<file path="src/rtl/tank_pkg.sv">
// Shared types, USB key codes and arithmetic helpers for the tank, bullet and menu blocks.
package tank_pkg;

  typedef enum logic [0:0] {
    ALIVE = 1'b0,
    DEAD  = 1'b1
  } tank_state_t;

  // USB HID usage codes for arrow keys and space bar.
  localparam logic [7:0] USB_UP    = 8'h52;
  localparam logic [7:0] USB_DOWN  = 8'h51;
  localparam logic [7:0] USB_LEFT  = 8'h50;
  localparam logic [7:0] USB_RIGHT = 8'h4F;
  localparam logic [7:0] USB_SPACE = 8'h2C;

  localparam int POS_W  = 14;
  localparam int FRAC_W = 4;

  // Sign-magnitude Q0.7 value times an unsigned factor; the magnitude is truncated
  // before the sign is applied, so +x and -x always yield symmetric results.
  function automatic logic signed [15:0] sm_scale(input logic [7:0] sm, input logic [7:0] u);
    logic [15:0] mag;
    mag = ({8'b0, u} * {9'b0, sm[6:0]}) >> 7;
    if (sm[7]) sm_scale = -$signed(mag);
    else       sm_scale = $signed(mag);
  endfunction

endpackage

</file>
<file path="src/rtl/tank_ctrl_if.sv">
// Bundle between a tank controller and its environment (keyboard, trig LUT, bullet manager, renderer).
interface tank_ctrl_if
  import tank_pkg::*;
#(
    parameter int ANGLE_W = 6
);
    logic [31:0]        keycode;
    logic [7:0]         sin;
    logic [7:0]         cos;
    logic               hit;
    logic               fire_ack;
    logic [9:0]         TankX;
    logic [9:0]         TankY;
    logic [9:0]         TankS;
    logic [ANGLE_W-1:0] Angle;
    logic               fire_req;
    logic               alive;
    tank_state_t        state;

    // fire_req is the valid, fire_ack the ready: the request stays high until an
    // edge sees both high, and that edge alone completes the shot.
    modport master (
        input  keycode, sin, cos, hit, fire_ack,
        output TankX, TankY, TankS, Angle, fire_req, alive, state
    );

    modport slave (
        output keycode, sin, cos, hit, fire_ack,
        input  TankX, TankY, TankS, Angle, fire_req, alive, state
    );
endinterface

</file>
<file path="src/rtl/tank_keymap.sv">
// Combinational key-map decoder: a function bit is set if any of the four keycode slots matches it.
module tank_keymap
  import tank_pkg::*;
#(
    parameter logic [7:0] KEY_FWD   = USB_UP,
    parameter logic [7:0] KEY_BACK  = USB_DOWN,
    parameter logic [7:0] KEY_LEFT  = USB_LEFT,
    parameter logic [7:0] KEY_RIGHT = USB_RIGHT,
    parameter logic [7:0] KEY_FIRE  = USB_SPACE
) (
    input  logic [31:0] keycode,
    output logic        fwd,
    output logic        back,
    output logic        left,
    output logic        right,
    output logic        fire
);

    always_comb begin
        fwd   = 1'b0;
        back  = 1'b0;
        left  = 1'b0;
        right = 1'b0;
        fire  = 1'b0;
        for (int i = 0; i < 4; i++) begin
            if (keycode[8*i +: 8] == KEY_FWD)   fwd   = 1'b1;
            if (keycode[8*i +: 8] == KEY_BACK)  back  = 1'b1;
            if (keycode[8*i +: 8] == KEY_LEFT)  left  = 1'b1;
            if (keycode[8*i +: 8] == KEY_RIGHT) right = 1'b1;
            if (keycode[8*i +: 8] == KEY_FIRE)  fire  = 1'b1;
        end
    end

endmodule

</file>
<file path="src/rtl/tank_ctrl.sv">
// Per-player tank: key-driven heading and Q10.4 motion with edge clamping,
// fire request with cooldown, and an alive/dead/respawn state machine.
module tank_ctrl
  import tank_pkg::*;
#(
    parameter logic [7:0] KEY_FWD        = USB_UP,
    parameter logic [7:0] KEY_BACK       = USB_DOWN,
    parameter logic [7:0] KEY_LEFT       = USB_LEFT,
    parameter logic [7:0] KEY_RIGHT      = USB_RIGHT,
    parameter logic [7:0] KEY_FIRE       = USB_SPACE,
    parameter int         N_ANGLES       = 45,
    parameter int         ANGLE_W        = 6,
    parameter logic [7:0] SPEED_Q4       = 8'd32,
    parameter int         ROT_DIV        = 2,
    parameter int         SIZE           = 10,
    parameter int         X_MIN          = 0,
    parameter int         X_MAX          = 639,
    parameter int         Y_MIN          = 0,
    parameter int         Y_MAX          = 479,
    parameter int         X_START        = 300,
    parameter int         Y_START        = 250,
    parameter int         START_ANGLE    = 0,
    parameter int         FIRE_COOLDOWN  = 30,
    parameter int         RESPAWN_FRAMES = 120
) (
    input  logic        frame_clk,
    input  logic        Reset_n,
    tank_ctrl_if.master bus
);

    localparam logic [POS_W-1:0]   X_SPAWN    = POS_W'(X_START * 16);
    localparam logic [POS_W-1:0]   Y_SPAWN    = POS_W'(Y_START * 16);
    localparam logic [ANGLE_W-1:0] ANG_SPAWN  = ANGLE_W'(START_ANGLE);
    localparam logic [ANGLE_W-1:0] ANG_LAST   = ANGLE_W'(N_ANGLES - 1);
    localparam logic [7:0]         ROT_RELOAD = 8'(ROT_DIV - 1);
    localparam logic [15:0]        COOL_LOAD  = 16'(FIRE_COOLDOWN);
    localparam logic [15:0]        RESP_LOAD  = 16'(RESPAWN_FRAMES - 1);

    logic               fwd, back, left, right, fire;
    logic [POS_W-1:0]   pos_x, pos_y;
    logic [ANGLE_W-1:0] angle;
    logic [7:0]         rot_cnt;
    logic [15:0]        cooldown;
    logic [15:0]        resp_cnt;
    logic               fire_req;
    logic               alive;
    tank_state_t        state;

    logic signed [15:0] dx, dy, nx, ny;
    logic [POS_W-1:0]   nx_c, ny_c;
    logic [ANGLE_W-1:0] ang_inc, ang_dec;

    tank_keymap #(
        .KEY_FWD  (KEY_FWD),
        .KEY_BACK (KEY_BACK),
        .KEY_LEFT (KEY_LEFT),
        .KEY_RIGHT(KEY_RIGHT),
        .KEY_FIRE (KEY_FIRE)
    ) u_keymap (
        .keycode(bus.keycode),
        .fwd    (fwd),
        .back   (back),
        .left   (left),
        .right  (right),
        .fire   (fire)
    );

    // Integer part outside [lo, hi] snaps to the edge with the fraction cleared.
    function automatic logic [POS_W-1:0] clamp_q(input logic signed [15:0] v, input int lo,
                                                 input int hi);
        int iv;
        iv = int'(v >>> FRAC_W);
        if (iv < lo)      clamp_q = POS_W'(lo * 16);
        else if (iv > hi) clamp_q = POS_W'(hi * 16);
        else              clamp_q = v[POS_W-1:0];
    endfunction

    // Screen y grows downward, so forward motion subtracts the sine term.
    always_comb begin
        dx = '0;
        dy = '0;
        if (fwd && !back) begin
            dx = sm_scale(bus.cos, SPEED_Q4);
            dy = -sm_scale(bus.sin, SPEED_Q4);
        end else if (back && !fwd) begin
            dx = -sm_scale(bus.cos, SPEED_Q4);
            dy = sm_scale(bus.sin, SPEED_Q4);
        end
        nx      = $signed({2'b00, pos_x}) + dx;
        ny      = $signed({2'b00, pos_y}) + dy;
        nx_c    = clamp_q(nx, X_MIN + SIZE, X_MAX - SIZE);
        ny_c    = clamp_q(ny, Y_MIN + SIZE, Y_MAX - SIZE);
        ang_inc = (angle == ANG_LAST) ? '0 : angle + 1'b1;
        ang_dec = (angle == '0) ? ANG_LAST : angle - 1'b1;
    end

    always_ff @(posedge frame_clk or negedge Reset_n) begin
        if (!Reset_n) begin
            state    <= ALIVE;
            alive    <= 1'b1;
            pos_x    <= X_SPAWN;
            pos_y    <= Y_SPAWN;
            angle    <= ANG_SPAWN;
            rot_cnt  <= '0;
            cooldown <= '0;
            resp_cnt <= '0;
            fire_req <= 1'b0;
        end else begin
            if (cooldown != '0) cooldown <= cooldown - 16'd1;
            case (state)
                ALIVE: begin
                    if (bus.hit) begin
                        // The pose keeps its pre-edge value; nothing else moves this frame.
                        state    <= DEAD;
                        alive    <= 1'b0;
                        fire_req <= 1'b0;
                        resp_cnt <= RESP_LOAD;
                    end else begin
                        pos_x <= nx_c;
                        pos_y <= ny_c;
                        if (left ^ right) begin
                            if (rot_cnt == '0) begin
                                angle   <= left ? ang_inc : ang_dec;
                                rot_cnt <= ROT_RELOAD;
                            end else begin
                                rot_cnt <= rot_cnt - 8'd1;
                            end
                        end else begin
                            rot_cnt <= '0;
                        end
                        if (fire_req && bus.fire_ack) begin
                            fire_req <= 1'b0;
                            cooldown <= COOL_LOAD;
                        end else if (fire && cooldown == '0 && !fire_req) begin
                            fire_req <= 1'b1;
                        end
                    end
                end
                DEAD: begin
                    if (resp_cnt == '0) begin
                        state    <= ALIVE;
                        alive    <= 1'b1;
                        pos_x    <= X_SPAWN;
                        pos_y    <= Y_SPAWN;
                        angle    <= ANG_SPAWN;
                        cooldown <= '0;
                        rot_cnt  <= '0;
                    end else begin
                        resp_cnt <= resp_cnt - 16'd1;
                    end
                end
                default: state <= ALIVE;
            endcase
        end
    end

    assign bus.TankX    = pos_x[POS_W-1:FRAC_W];
    assign bus.TankY    = pos_y[POS_W-1:FRAC_W];
    assign bus.TankS    = 10'(SIZE);
    assign bus.Angle    = angle;
    assign bus.fire_req = fire_req;
    assign bus.alive    = alive;
    assign bus.state    = state;

endmodule

</file>
<file path="src/flat_wrapper.sv">
// flat-port wrapper written by rule: the top's interface ports become plain ports
module tank_ctrl_flat import tank_pkg::*;
#(
    parameter logic [7:0] KEY_FWD        = USB_UP,
    parameter logic [7:0] KEY_BACK       = USB_DOWN,
    parameter logic [7:0] KEY_LEFT       = USB_LEFT,
    parameter logic [7:0] KEY_RIGHT      = USB_RIGHT,
    parameter logic [7:0] KEY_FIRE       = USB_SPACE,
    parameter int         N_ANGLES       = 45,
    parameter int         ANGLE_W        = 6,
    parameter logic [7:0] SPEED_Q4       = 8'd32,
    parameter int         ROT_DIV        = 2,
    parameter int         SIZE           = 10,
    parameter int         X_MIN          = 0,
    parameter int         X_MAX          = 639,
    parameter int         Y_MIN          = 0,
    parameter int         Y_MAX          = 479,
    parameter int         X_START        = 300,
    parameter int         Y_START        = 250,
    parameter int         START_ANGLE    = 0,
    parameter int         FIRE_COOLDOWN  = 30,
    parameter int         RESPAWN_FRAMES = 120
)
  (frame_clk, Reset_n, bus_keycode, bus_sin, bus_cos, bus_hit, bus_fire_ack, bus_TankX, bus_TankY, bus_TankS, bus_Angle, bus_fire_req, bus_alive, bus_state);
  tank_ctrl_if #(.ANGLE_W(ANGLE_W)) bus_i ();
  input  logic frame_clk;
  input  logic Reset_n;
  input wire logic [$bits(bus_i.keycode)-1:0] bus_keycode;
  input wire logic [$bits(bus_i.sin)-1:0] bus_sin;
  input wire logic [$bits(bus_i.cos)-1:0] bus_cos;
  input wire logic [$bits(bus_i.hit)-1:0] bus_hit;
  input wire logic [$bits(bus_i.fire_ack)-1:0] bus_fire_ack;
  output wire logic [$bits(bus_i.TankX)-1:0] bus_TankX;
  output wire logic [$bits(bus_i.TankY)-1:0] bus_TankY;
  output wire logic [$bits(bus_i.TankS)-1:0] bus_TankS;
  output wire logic [$bits(bus_i.Angle)-1:0] bus_Angle;
  output wire logic [$bits(bus_i.fire_req)-1:0] bus_fire_req;
  output wire logic [$bits(bus_i.alive)-1:0] bus_alive;
  output wire logic [$bits(bus_i.state)-1:0] bus_state;
  assign bus_i.keycode = bus_keycode;
  assign bus_i.sin = bus_sin;
  assign bus_i.cos = bus_cos;
  assign bus_i.hit = bus_hit;
  assign bus_i.fire_ack = bus_fire_ack;
  assign bus_TankX = bus_i.TankX;
  assign bus_TankY = bus_i.TankY;
  assign bus_TankS = bus_i.TankS;
  assign bus_Angle = bus_i.Angle;
  assign bus_fire_req = bus_i.fire_req;
  assign bus_alive = bus_i.alive;
  assign bus_state = bus_i.state;
  tank_ctrl #(.KEY_FWD(KEY_FWD), .KEY_BACK(KEY_BACK), .KEY_LEFT(KEY_LEFT), .KEY_RIGHT(KEY_RIGHT), .KEY_FIRE(KEY_FIRE), .N_ANGLES(N_ANGLES), .ANGLE_W(ANGLE_W), .SPEED_Q4(SPEED_Q4), .ROT_DIV(ROT_DIV), .SIZE(SIZE), .X_MIN(X_MIN), .X_MAX(X_MAX), .Y_MIN(Y_MIN), .Y_MAX(Y_MAX), .X_START(X_START), .Y_START(Y_START), .START_ANGLE(START_ANGLE), .FIRE_COOLDOWN(FIRE_COOLDOWN), .RESPAWN_FRAMES(RESPAWN_FRAMES)) u_core (.frame_clk(frame_clk), .Reset_n(Reset_n), .bus(bus_i));
endmodule
</file>
<file path="config.mk">
export PLATFORM = sky130hd
export DESIGN_NAME = tank_ctrl_flat
export DESIGN_NICKNAME = d
export VERILOG_FILES = /design/src/rtl/tank_pkg.sv /design/src/rtl/tank_ctrl_if.sv /design/src/rtl/tank_keymap.sv /design/src/rtl/tank_ctrl.sv /design/src/flat_wrapper.sv
export SDC_FILE = /design/constraint.sdc
export NUM_CORES = 1
export LEC_CHECK = 0
export ABC_AREA = 0
export BUFFER_PORTS_ARGS = -buffer_cell sky130_fd_sc_hd__buf_2
export CAP_MARGIN = 20
export CORE_MARGIN = 3
export CORE_UTILIZATION = 55
export DETAILED_ROUTE_END_ITERATION = 8
export MAX_ROUTING_LAYER = met4
export PLACE_DENSITY = 0.76
export SYNTH_ARGS = -nofsm -noshare
export SYNTH_HDL_FRONTEND = slang
export SYNTH_HIERARCHICAL = 1
export SYNTH_SLANG_ARGS = --single-unit
</file>
<file path="constraint.sdc">
create_clock -name frame_clk -period 3.51 [get_ports frame_clk]
set_input_delay 0.5265 -clock frame_clk [delete_from_list [all_inputs] [get_ports frame_clk]]
set_output_delay 0.5265 -clock frame_clk [all_outputs]
set_load 0.005 [all_outputs]
</file>
== Yosys cells after proc, flatten, opt, wreduce, memory -nomap -nowiden ==
Cells that the tools add are included.

* Flip-flop bits (word level): 77
* Latch bits: 0
* Bits in writable memories: 0
* Memory bits (read-only): 0
* Bits of input ports: 52
* Output and inout port bits: 39
* Logic and storage cells: 141
* Memories kept: 0

* Add/sub/neg operators: 11
* Multiply operators: 0
* Divide/modulo/power cells: 0
* Magnitude comparators: 4
* Equal/unequal tests: 27
* Shift operators: 0
* Mux-type cells: 69
* Bitwise logic cells: 2
* Reductions and logical operators: 19

{| class="wikitable"
|+ Operators by type and width
! operator !! count
|-
| $mux W16 || 15
|-
| $eq A8 B7 Y1 const B || 16
|-
| $mux W14 || 8
|-
| $pmux W16 S2 || 2
|-
| $pmux W14 S2 || 2
|-
| $mux W6 || 7
|-
| $add A15 B16 Y16 || 2
|-
| $eq A8 B6 Y1 const B || 4
|-
| $logic_not A16 Y1 || 2
|-
| $mux W8 || 4
|-
| $neg A16 Y16 || 2
|-
| $neg A5 Y16 || 2
|-
| $sub A16 B1 Y16 const B || 2
|-
| $mux W1 || 27
|-
| $lt A12 B5 Y1 const B || 2
|-
| $pmux W8 S2 || 1
|-
| $reduce_bool A16 Y1 || 1
|-
| $gt A12 B10 Y1 const B || 1
|-
| $gt A12 B11 Y1 const B || 1
|-
| $pmux W6 S2 || 1
|-
| $logic_not A8 Y1 || 1
|-
| $ne A2 B2 Y1 const B || 4
|-
| $reduce_and A2 Y1 || 4
|-
| $sub A8 B1 Y8 const B || 1
|-
| 12 further kinds || 20
|}

== Longest topological paths before layout ==
* Depth in word-level cells: 18
* Depth in mapped cells: 20
* Mapped depth without buffers: 18

== Modules after synthesis ==
Netlist, hierarchy kept.

{| class="wikitable"
|+ Modules (own cells, without submodules)
! module !! instances !! cells each !! area an instance (um^2) !! seq. area each (um^2)
|-
| tank_ctrl || 1 || 804 || 6787.8 || 1940.6
|-
| tank_keymap || 1 || 41 || 349.1 || 0.0
|}

== Least setup slack after synthesis ==
OpenSTA, ideal clock, no wires.

* Path type: input-to-reg
* Start point: in bus_cos[2]
* End point: reg u_core.pos_x[5]
* Setup time: 0.126 ns
* Arrival: 4.142 ns
* Data required time: 3.384 ns
* Path slack: -0.758 ns
* Stages: 19
* Buffers on the path: 2
* Path through: inv_1 -> ha_1 -> nand2b_1 -> nor2_1 -> ha_1 -> mux2i_1 -> and3b_1 -> buf_2 -> xnor2_1 -> o21ai_0 -> ha_1 -> or3_1 -> o2111a_1 -> and4bb_1 -> o2111ai_1 -> a21o_1 -> and2_4 -> buf_4 -> a311o_1

* Word-level cells in the longest chain between the ends: 13

{| class="wikitable"
|+ RTL lines
! element !! RTL line !! RTL
|-
| start: declaration || flat_wrapper.sv:30 || <nowiki>input wire logic [$bits(bus_i.cos)-1:0] bus_cos;</nowiki>
|-
| $neg A5 Y16 || tank_pkg.sv:24 || <nowiki>if (sm[7]) sm_scale = -$signed(mag);</nowiki>
|-
| $mux W16 * || tank_pkg.sv:24 ||
|-
| $mux W16 || tank_ctrl.sv:85 || <nowiki>end else if (back && !fwd) begin</nowiki>
|-
| $mux W16 || tank_ctrl.sv:82 || <nowiki>if (fwd && !back) begin</nowiki>
|-
| $neg A16 Y16 || tank_ctrl.sv:86 || <nowiki>dx = -sm_scale(bus.cos, SPEED_Q4);</nowiki>
|-
| $mux W16 || tank_ctrl.sv:85 ||
|-
| $mux W16 * || tank_ctrl.sv:82 ||
|-
| $add A15 B16 Y16 * || tank_ctrl.sv:89 || <nowiki>nx = $signed({2'b00, pos_x}) + dx;</nowiki>
|-
| $gt A12 B11 Y1 || tank_ctrl.sv:74 || <nowiki>else if (iv > hi) clamp_q = POS_W'(hi * 16);</nowiki>
|-
| $mux W14 || tank_ctrl.sv:74 ||
|-
| $mux W14 * || tank_ctrl.sv:73 || <nowiki>if (iv < lo) clamp_q = POS_W'(lo * 16);</nowiki>
|-
| $mux W14 * || tank_ctrl.sv:112 || <nowiki>if (bus.hit) begin</nowiki>
|-
| $pmux W14 S2 * || tank_ctrl.sv:110 || <nowiki>case (state)</nowiki>
|-
| end signal: assignment || tank_ctrl.sv:119 || <nowiki>pos_x <= nx_c;</nowiki>
|-
| end: declaration || tank_ctrl.sv:40 || <nowiki>logic [POS_W-1:0] pos_x, pos_y;</nowiki>
|}

Mark *: on every way between the ends. The rest lies on a longest branch, timed or not. The select of a mux whose other input is x is not followed.
A chain may end at the register's enable or synchronous reset.

== Worst setup path after layout ==
* Start point: in bus_keycode[15]
* End point: reg u_core.pos_x[0]

* Word-level cells in the longest chain between the ends: 14

{| class="wikitable"
|+ RTL lines
! element !! RTL line !! RTL
|-
| start: declaration || flat_wrapper.sv:28 || <nowiki>input wire logic [$bits(bus_i.keycode)-1:0] bus_keycode;</nowiki>
|-
| $eq A8 B7 Y1 * || tank_keymap.sv:26 || <nowiki>if (keycode[8*i +: 8] == KEY_FWD) fwd = 1'b1;</nowiki>
|-
| $mux W1 * (3 in a row) || tank_keymap.sv:26 ||
|-
| named net u_core.fwd || tank_ctrl.sv:39 || <nowiki>logic fwd, back, left, right, fire;</nowiki>
|-
| $logic_not A1 Y1 || tank_ctrl.sv:85 ||
|-
| $logic_and A1 B1 Y1 || tank_ctrl.sv:85 ||
|-
| $mux W16 || tank_ctrl.sv:85 ||
|-
| $mux W16 * || tank_ctrl.sv:82 ||
|-
| $add A15 B16 Y16 * || tank_ctrl.sv:89 ||
|-
| $gt A12 B11 Y1 || tank_ctrl.sv:74 ||
|-
| $mux W14 || tank_ctrl.sv:74 ||
|-
| $mux W14 * || tank_ctrl.sv:73 ||
|-
| $mux W14 * || tank_ctrl.sv:112 ||
|-
| $pmux W14 S2 * || tank_ctrl.sv:110 ||
|}

Mark *: on every way through the listed nets, which the timed path passes. The rest lies on a longest branch. The select of a mux whose other input is x is not followed.

==> run summary <==
Worst Hold Class: input port to asynchronous set/reset pin
GP Congestion: 0.9459
Top_reg_cell synth: dfrtp_1
Layout cells sized above 1: 41.49%
Top post-synthesis cells by area: dfrtp_1 (23%), ha_1 (7.4%), dfstp_2 (4.0%)
GRT overflow: 0
Fin cells: 1255
Power per cell area: 392.7 nW/um^2
Commonest non-fill, non-tap cell in the layout: buf_4
M1 WL: 9320 um
Root Driver: clkbuf_16
Die area: 14380 um^2
Mean post-synth cell area: 8.446 um^2
1st-iter DRT viols: 670
Pre-CTS setup slack: -1071 ps
Mapped cell area: 7137 um^2
Maximum fanout along the worst path: 8
Clock latency on the worst-skew pair: 340 ps
CTS Buf Count: 9
Clock skew: 7.814 ps
Met2 wire len: 11660 um
RSZ-0062 raised after global routing: yes
Avg WL per Cell: 18.57 um
Die Wd: 119.9 um
Final Hold Fails: 0
Final worst slack: -639.5 ps
TritonRoute pass-1 iters: 5
Final Critical Period: 4150 ps
Sum Neg Setup Slack: -14430 ps
Top Layer Used: met4
CTS tree: yes
Ys async rst share: 100.0%
Crit. End Element: flip-flop
Initial antenna violation count: 0
Diode count: 0
Slew Limit Fails: 0
Clk slew on worst S/H paths: 70 ps
Fin nets: 1178
Register area share after synthesis: 27.19%
Core area: 12360 um^2
Clock Path Buffers: 2
Area fraction of the dominant cell type after synthesis: 23.14%
Core Rows: 40
Dpl cells: 1204
Final Cycle Share: 118.2%
EDFF count, synth: 0
Required @ worst endpoint: 3740 ps
Post-Syn Instances: 845
Startpoint types: input port
Final HPWL DP: 15900 um
Vias in the first global route: 7480
Num ports: 91
Fmax: 241.0 MHz
First-pass GRT wire length: 36200 um
H-tree depth: 3
Flop2flop setup slack: 530 ps
Setup CP Type: input port to flip-flop
Slew margin rel.: 36.29%
Cts hold-fix bufs: 0
WHS: 329.3 ps
Unique cell type count in the Yosys netlist: 104
Status: finished, violations left
IO Port Bufs: 76
VDD IR-drop max: 0.0002775 V
Final instance area: 10080 um^2
Commonest non-fill, non-tap cells in the layout: buf_4 (194), dfrtp_1 (66), buf_2 (63), nor2_1 (63), nand2_1 (62)
Chip Height: 119.9 um
Crit path arrival time: 4380 ps
Final wirelength: 23310 um
Met3 wire len: 1555 um
Remaining antenna violation count after routing: 0
Failing checks: negative setup slack
Least-Margin Pin Slew: 955.7 ps
Via count: 7833
Gr usage total: 31.30%
Max-cap check violation count: 0
Area growth from synthesis to final layout: 41.20%
Yosys reg bits: 77
Largest net degree at the start of global routing: 78
Placed Area: 8865 um^2
Yosys top cell by area: dfrtp_1
Leak: 4.693 nW
Setup Viol. Count Final: 27
Initial Util: 57.73%
Synth warn: 6
Drc violations: 0
Via density: 6.241
Clk sinks: 77
==> power breakdown <==
| group | internal, W | switching, W |
|---|---|---|
| sequential | 0.00114 | 0.000249 |
| combinational | 0.000822 | 0.000828 |
| clock | 0.000498 | 0.000423 |
| total | 0.00246 | 0.00150 |
==> layout make-up <==
type / count / area [um^2]
clock buffers: 9 / 225.2
clock inverters: 7 / 70.07
fillers: 765 / 2285
inverters: 38 / 187.7
multi-input cells: 675 / 5398
flip-flops and latches: 77 / 1941
well taps: 168 / 210.2
repair buffers: 281 / 2046
==> state kept, by name (all words and copies together) (netlist names) <==
register,flops
u_core/resp_cnt,16
u_core/bus.fire_req,1
u_core/bus.state,1
u_core/pos_y,14
u_core/rot_cnt,8
u_core/bus.alive,1
u_core/cooldown,16
u_core/pos_x,14
u_core/bus.Angle,6
==> synth_stat cells (all sizes together), types with 6 or more instances <==
cell type and count:
a32o 6, and3 11, nand4 14, o211ai 10
a31oi 11, a21o 10, nor2b 15, and2 10
nor2 66, nand2b 8, dfrtp 66, xor2 19
inv 38, nand3 29, o31ai 11, buf 44
ha 42, o22a 6, a22o 8, nand4b 17
nand2 66, nor3 18, mux2i 11, o21a 13
or3 20, clkbuf 19, o21ai 55, o22ai 13
a21oi 48, nor4 10, nor4b 6, xnor2 29
dfstp 11
==> worst max-delay path, cell delays in order <==
cell and delay [ps]:
buf_6 100, nor4b_4 320, nand4b_1 170, nand4_1 150
buf_6 150, nor2b_4 220, buf_6 130, nand2_1 100
a32oi_2 270, ha_1 300, a21o_1 240, or3_4 340
nor3_2 110, and4bb_2 310, a2111oi_4 290, nand4_1 180
and3_4 230, a32o_1 230
==> routing by layer <==
| layer | vias up | track usage, % |
|---|---|---|
| met3 | 83 | 5.325 |
| met4 | 0 | 10.81 |
| met1 | 3788 | 37.75 |
| met5 | - | - |
| met2 | 366 | 53.14 |
| li1 | 3596 | - |
==> cells by family after synthesis <==
logic type,count (synthesis),synth area share [%]
fa+ha+maj,44,7.924
xor+xnor,48,5.996
compound gates,244,23.95
other cells,2,0.1052
mux,13,1.964
simple gates,316,25.30
buf+inv,101,7.573
flops,77,27.19
==> stage by stage <==
stage	total power, W	utilization [%]
5_1_grt	0.004173	81.52
4_1_cts	0.003882	79.22
6_report	0.003957	81.52
3_5_place_dp	0.002821	71.71
2_1_floorplan	0.002303	-
3_3_place_gp	0.002737	71.71
==> path summary, 6_finish.rpt <==
path,from,end,cells past startpoint
worst max-delay path,bus_keycode[15],u_core/pos_x[0],18
worst min-delay path,Reset_n,u_core/bus.Angle[5],1
worst max register to register,u_core/pos_x[0],u_core/pos_x[5],11
worst min register to register,u_core/resp_cnt[15],u_core/resp_cnt[15],1
max in group asynchronous,Reset_n,u_core/pos_x[13],1
min in group frame_clk,u_core/resp_cnt[15],u_core/resp_cnt[15],1
==> repair_timing <==
item,4_1_cts,5_1_grt
setup endpoints to repair,27,27
gates resized for setup,103,40
pin swaps,70,46
buffers inserted,22,15
Power figures use the tool's default switching activity.
